### config.mk
export PLATFORM = sky130hd
export DESIGN_NAME = iob_acc_bank
export DESIGN_NICKNAME = d
export VERILOG_FILES = /design/src/rtl/iob_acc_bank.sv
export SDC_FILE = /design/constraint.sdc
export NUM_CORES = 1
export LEC_CHECK = 0
export BUFFER_PORTS_ARGS = -buffer_cell sky130_fd_sc_hd__buf_2
export CAP_MARGIN = 10
export CORE_UTILIZATION = 50
export DETAILED_ROUTE_END_ITERATION = 12
export HOLD_SLACK_MARGIN = 0.05
export PLACE_DENSITY_LB_ADDON = 0.15
export SLEW_MARGIN = 20
export SYNTH_ARGS = -nofsm -noshare
export SYNTH_HDL_FRONTEND = slang
export SYNTH_SLANG_ARGS = --single-unit
### constraint.sdc
create_clock -name clk_i -period 6.5 [get_ports clk_i]
set_input_delay 1.3 -clock clk_i [delete_from_list [all_inputs] [get_ports clk_i]]
set_output_delay 1.3 -clock clk_i [all_outputs]
set_load 0.03 [all_outputs]
### src/rtl/iob_acc_bank.sv
// Multi-channel accumulator bank with an in-order dump-and-clear stream.
// Optional saturating arithmetic with sticky per-channel flags: define IOB_ACC_BANK_SAT_EN.

module iob_acc_bank_ch #(
  parameter int                 DATA_W  = 21,
  parameter int                 INCR_W  = 21,
  parameter logic [DATA_W-1:0]  RST_VAL = '0
) (
  input  logic              clk_i,
  input  logic              cke_i,
  input  logic              rst_i,
  input  logic              add_en,
  input  logic              clr_en,
  input  logic [INCR_W-1:0] incr,
  output logic [DATA_W-1:0] acc,
  output logic              sat
);

`ifdef IOB_ACC_BANK_SAT_EN
  // One extra bit exposes the carry that signals overflow.
  logic [DATA_W:0] sum;
  assign sum = {1'b0, acc} + (DATA_W+1)'(incr);

  always_ff @(posedge clk_i) begin
    if (cke_i) begin
      if (rst_i || clr_en) begin
        acc <= RST_VAL;
        sat <= 1'b0;
      end else if (add_en) begin
        if (sum[DATA_W]) begin
          acc <= '1;
          sat <= 1'b1;
        end else begin
          acc <= sum[DATA_W-1:0];
        end
      end
    end
  end
`else
  logic [DATA_W-1:0] sum;
  assign sum = acc + DATA_W'(incr);
  assign sat = 1'b0;

  always_ff @(posedge clk_i) begin
    if (cke_i) begin
      if (rst_i || clr_en) acc <= RST_VAL;
      else if (add_en)     acc <= sum;
    end
  end
`endif

endmodule

module iob_acc_bank #(
  parameter int                 N_CH    = 4,
  parameter int                 CH_W    = 2,
  parameter int                 DATA_W  = 21,
  parameter int                 INCR_W  = 21,
  parameter logic [DATA_W-1:0]  RST_VAL = '0
) (
  input  logic              clk_i,
  input  logic              cke_i,
  input  logic              rst_i,
  input  logic              in_valid_i,
  output logic              in_ready_o,
  input  logic [CH_W-1:0]   in_ch_i,
  input  logic [INCR_W-1:0] in_incr_i,
  input  logic              dump_i,
  output logic              busy_o,
  output logic              out_valid_o,
  input  logic              out_ready_i,
  output logic [CH_W-1:0]   out_ch_o,
  output logic [DATA_W-1:0] out_data_o,
  output logic              out_sat_o,
  input  logic [CH_W-1:0]   rd_ch_i,
  output logic [DATA_W-1:0] rd_data_o
);

  typedef enum logic {IDLE, DUMP} state_t;

  state_t                         state;
  logic [CH_W-1:0]                idx;
  logic [N_CH-1:0][DATA_W-1:0]    acc;
  logic [N_CH-1:0]                sat;
  logic [N_CH-1:0]                add_en;
  logic [N_CH-1:0]                clr_en;
  logic                           accept;
  logic                           hs;

  assign in_ready_o  = (state == IDLE);
  assign busy_o      = (state == DUMP);
  assign out_valid_o = busy_o;
  assign out_ch_o    = idx;
  assign accept      = in_valid_i & in_ready_o;
  assign hs          = out_valid_o & out_ready_i;

  // Out-of-range channel indices match no lane, so they are accepted and dropped.
  for (genvar c = 0; c < N_CH; c++) begin : g_ch
    assign add_en[c] = accept & (in_ch_i == CH_W'(c));
    assign clr_en[c] = hs & (idx == CH_W'(c));

    iob_acc_bank_ch #(
      .DATA_W  (DATA_W),
      .INCR_W  (INCR_W),
      .RST_VAL (RST_VAL)
    ) u_ch (
      .clk_i  (clk_i),
      .cke_i  (cke_i),
      .rst_i  (rst_i),
      .add_en (add_en[c]),
      .clr_en (clr_en[c]),
      .incr   (in_incr_i),
      .acc    (acc[c]),
      .sat    (sat[c])
    );
  end

  always_ff @(posedge clk_i) begin
    if (cke_i) begin
      if (rst_i) begin
        state <= IDLE;
        idx   <= '0;
      end else begin
        case (state)
          IDLE: if (dump_i) begin
            state <= DUMP;
            idx   <= '0;
          end
          DUMP: if (out_ready_i) begin
            if (idx == CH_W'(N_CH-1)) begin
              state <= IDLE;
              idx   <= '0;
            end else begin
              idx <= idx + 1'b1;
            end
          end
          default: state <= IDLE;
        endcase
      end
    end
  end

  always_comb begin
    out_data_o = '0;
    out_sat_o  = 1'b0;
    rd_data_o  = '0;
    for (int c = 0; c < N_CH; c++) begin
      if (idx == CH_W'(c)) begin
        out_data_o = acc[c];
        out_sat_o  = sat[c];
      end
      if (rd_ch_i == CH_W'(c)) rd_data_o = acc[c];
    end
  end

endmodule

Word level (Yosys, flattened, before mapping)
Cells that the tools add are included.
- register bits after elaboration: 87
- input port bits: 31
- word-level logic and storage cells: 69
- add/sub/neg operators: 5
- eq/ne operators: 11
- multiplexer cells: 20
- bitwise gates (word level): 11
- reduce and logical (&&, ||, !) cells: 16
- operator list (cell ; number):
    $mux W21 ; 12
    $add A21 B21 Y21 ; 4
    $eq A2 B2 Y1 const B ; 6
    $and A1 B1 Y1 ; 10
    $reduce_and A2 Y1 ; 4
    $reduce_bool A2 Y1 ; 4
    $eq A2 B1 Y1 const B ; 3
    $logic_not A2 Y1 ; 3
    $mux W2 ; 3
    $logic_or A1 B1 Y1 ; 4
    $pmux W2 S2 ; 1
    $mux W1 ; 3
    $ne A3 B2 Y1 const B ; 1
    $ne A3 B3 Y1 const B ; 1
    $reduce_and A3 Y1 ; 1
    $add A2 B1 Y2 const B ; 1
    $pmux W1 S2 ; 1
    $not A1 Y1 ; 1

Depth between registers and ports, before layout
- word-level depth: 5
- gate-level depth with buffers: 10
- mapped depth without buffers: 9

Cells and area by module
Synthesis repeated with hierarchy kept, for this count alone.
- cell total of the unflattened synthesis: 913
- area, all modules: 8536.9 µm²
- by module, submodules not included (module ; instances ; cells each ; area each (µm²) ; sequential area each (µm²)):
    iob_acc_bank_ch at g_ch[3].u_ch ; 1 ; 206 ; 1923.1 ; 630.6
    iob_acc_bank_ch at g_ch[0].u_ch ; 1 ; 195 ; 1821.7 ; 630.6
    iob_acc_bank_ch at g_ch[2].u_ch ; 1 ; 196 ; 1806.7 ; 630.6
    iob_acc_bank_ch at g_ch[1].u_ch ; 1 ; 180 ; 1712.9 ; 630.6
    iob_acc_bank ; 1 ; 136 ; 1272.5 ; 90.1

Least setup slack after synthesis
Ideal clock, no wire load.
- kind: register to output
- from: reg idx[1], in the netlist out_ch_o[1]
- to: out out_data_o[10]
- data arrival time: 2.585 ns
- data required time: 5.200 ns
- slack: 2.615 ns
- cell stages (with the launch flop): 11
- cell sequence: edfxtp_1 -> inv_1 -> ha_1 -> clkbuf_1 -> nor2b_1 -> clkbuf_1 -> clkbuf_1 -> a22oi_1 -> nor2_1 -> a21oi_1 -> o21ai_0
- cells in the longest elaborated chain, start to end: 5
- elaborated cells on any way between the ends: 8
- those cells by class: eq/ne: 3; mux: 4; reduce/logical: 1
- RTL lines (element ; RTL line ; text):
    from (decl) ; 82 ; logic [CH_W-1:0] idx;
    from (signal assigned) ; 134 ; idx <= idx + 1'b1;
    $logic_not A2 Y1 ; 148 ; if (idx == CH_W'(c)) begin
    $mux W21 (3 in series) ; 148 ;
    $mux W21 (*) ; 148 ;
    to (decl) ; 73 ; output logic [DATA_W-1:0] out_data_o,
Mark *: on every way between the ends. The rest lies on a longest branch, timed or not.

Final worst setup path
- from: reg idx[0], in the netlist out_ch_o[0]
- to: out out_data_o[9]
Same word-level chain as after synthesis.

==> impl_metrics.env <==
export IMPL_layout_drive_gt1_share_pct=14.64
export IMPL_cts_tree="built"
export IMPL_power_frac_clock_pct=27.6
export IMPL_required_ns=5.20
export IMPL_track_usage_pct=27.20
export IMPL_crit_fanout=26
export IMPL_hold_violations=0
export IMPL_max_cap_violations=0
export IMPL_antenna_found_initial=0
export IMPL_start_kind="register"
export IMPL_die_width_um=128.1
export IMPL_dieArea_um2=16420
export IMPL_sequentialPowerShare_pct=35.9
export IMPL_synth_top_cell_by_area="edfxtp_1"
export IMPL_vias=6788
export IMPL_finalMaxSlewViolations=0
export IMPL_clkLatencyLatePin_ns=0.36
export IMPL_grt_pass1_wl_mm=33.70
export IMPL_worstHoldPathType="reg2reg"
export IMPL_clkTransAtPathRegs_ns=0.06
export IMPL_pwr_share_comb_pct=36.5
export IMPL_place_detailed_hpwl_mm=16.90
export IMPL_gr_total_overflow=0
export IMPL_nets=1029
export IMPL_yosysMostFrequentCell="nor2_1"
export IMPL_cp_slowest_cell="nor2b_1"
export IMPL_syn_num_nets=971
export IMPL_gp_congestion=0.9108
export IMPL_worstHoldStart="out_ch_o[0]"
export IMPL_num_rows=45
export IMPL_synth_enable_flop_cells=87
export IMPL_relSlewSlack_pct=32.26
export IMPL_synth_area_um2=7955
export IMPL_r2r_start="out_ch_o[0]"
export IMPL_drt_wl_total_mm=21.27
export IMPL_numCtsBuffers=9
export IMPL_async_flop_share_pct=0
export IMPL_tns_ns=0
export IMPL_synth_main_ff_cell="edfxtp_1"
export IMPL_p_sw_share_pct=35.96
export IMPL_vdd_ir_drop_max_v=0.0001350
export IMPL_yosysUniqueCellTypes=65
export IMPL_ant_nets=0
export IMPL_syn_mean_instance_area_um2=9.337
export IMPL_synth_common_cells="118 x nor2_1, 87 x edfxtp_1, 86 x a21oi_1"
export IMPL_p_leak_nw=3.656
export IMPL_coreArea_um2=15370
export IMPL_max_clock_path_buffers=2
export IMPL_clock_root_buffer="clkbuf_16"
export IMPL_status="completed"
export IMPL_viasPerCell=6.028
export IMPL_io_pins=79
export IMPL_cp_arrival_ns=3.14
export IMPL_post_cts_buffers=0
export IMPL_area_growth_pct=10.71
export IMPL_cts_sinks=87
export IMPL_rsz0062_at_grt="no"
export IMPL_fin_crit_sh_pct=68.25
export IMPL_die_h_um=128.1
export IMPL_cp_startpoint="out_ch_o[0]"
export IMPL_tightest_slew_ns=1.016
export IMPL_initial_core_util_pct=51.75
export IMPL_insertedDiodeCount=0
export IMPL_cts_hold_buf=0
export IMPL_setup_viol=0
export IMPL_dr_pass1_iters=5
export IMPL_synth_top_area_share_pct=32.84
export IMPL_max_stage_delay_ns=0.63
export IMPL_port_buffers=77
export IMPL_wl_per_cell_um=18.89
export IMPL_drc=0
export IMPL_netlist_instances=852
export IMPL_p_switching_mw=0.7446
export IMPL_ys_seq_area_share_pct=32.84
export IMPL_cts_resized=0
export IMPL_crit_type="reg2out"
export IMPL_max_freq_ghz=0.2254
export IMPL_endpoint_kind="output pin"
export IMPL_ys_ff_latch=87
export IMPL_crit_chain="ha_1 -> nor2b_1 -> buf_4 -> a22oi_1 -> nor2_1 -> a21oi_1 -> o21ai_0 -> buf_2"
export IMPL_period_needed_ns=4.436
export IMPL_fin_util_pct=57.30
export IMPL_grt_pass1_vias=6216
export IMPL_fin_skew_ns=0.01084
export IMPL_power_density_nw_per_um2=235.1
export IMPL_yosys_warnings=0
export IMPL_synth_area_leaders="edfxtp_1 33%, ha_1 13%, mux4_2 5.9%, nor2_1 5.6%, a21oi_1 5.4%"
export IMPL_cts_max_level=3
export IMPL_grt_max_degree=27
export IMPL_drt_initial_drc_count=418
export IMPL_intPower_mw=1.326
-- path summary, 6_finish.rpt --
path | cells after the start | slack (ns) | endpoint
worst max-delay path | 8 | 2.06 | out_data_o[9]
worst min-delay path | 1 | 0.69 | out_ch_o[0]
worst min register to register | 1 | 0.69 | out_ch_o[0]
worst max register to register | 4 | 3.33 | g_ch[2].u_ch.acc[17]
-- stage by stage --
| step | power, mW | cell area (µm²) | setup WS, ns | std cells | hold slack (ns) |
|---|---|---|---|---|---|
| 2_1_floorplan | 1.317 | 7955 | 2.615 | 852 | 0.6522 |
| 3_3_place_gp | 1.497 | 8493 | 2.510 | 1110 | 0.6441 |
| 3_5_place_dp | 1.503 | 8493 | 2.469 | 1110 | 0.6690 |
| 4_1_cts | 2.069 | 8807 | 2.082 | 1126 | 0.6805 |
| 5_1_grt | 2.183 | 8807 | 1.832 | 1126 | 0.7156 |
| 6_report | 2.071 | 8807 | 2.064 | 1126 | 0.6871 |
-- final cells by class --
cell class                 instances  area [µm²]
fill                            1386        6564
multi-input combinational        709        5119
sequential                        87        2613
timing repair buffer              81       415.4
tap                              211       264.0
clock buffer                      10       229.0
clock inverter                     6       85.08
inverter                          22       82.58
-- power groups by stage --
stage | Combinational, mW | Sequential, mW | Clock (mW)
floorplan | 0.587 | 0.730 | 0
global route | 0.838 | 0.748 | 0.597
global placement | 0.745 | 0.752 | 0
CTS | 0.754 | 0.741 | 0.574
finish | 0.756 | 0.743 | 0.571
detailed placement | 0.750 | 0.752 | 0
-- flip-flops by register name (all words and copies together), names as in the netlist --
signal,cells
out_ch_o,2
busy_o,1
g_ch.u_ch.acc,84
-- worst max-delay path, delay by kind of cell, from the launching register on --
family	cells	cell delay [ns]
fa+ha+maj	1	0.54
buf+inv	2	0.56
compound gates	3	0.45
simple gates	2	0.76
flops	1	0.46
-- routing by layer --
layer  share of wire [%]  vias to the layer above  global-route usage, %
met2                  43                      231                  40.79
met4                 1.3                        0                  6.090
li1                    -                     3296                      -
met1                  47                     3240                  40.69
met3                 8.1                       21                  4.883
met5                   0                        -                      0
-- cells by family (layout without fill, tap and decap cells) --
kind of cell / Yosys count / count (layout) / share of synthesized area, %
compound gates: 256 / 256 / 20.82
xor+xnor: 66 / 66 / 7.266
fa+ha+maj: 88 / 88 / 14.22
buf+inv: 56 / 119 / 2.863
flops: 87 / 87 / 32.84
mux: 24 / 24 / 6.338
other cells: 1 / 1 / 0.04714
simple gates: 274 / 274 / 15.60
-- placed cells by master (no fill, tap or decap), types with 29 or more instances in the layout --
master,Yosys,routed
xor2_1,35,35
ha_1,84,84
a21oi_1,86,86
xnor2_1,31,31
nor2_1,118,118
o21ai_0,34,34
nand2_1,66,66
a21o_1,29,29
buf_2,2,77
edfxtp_1,87,87
Note: power is estimated with default switching activity, not from simulation.
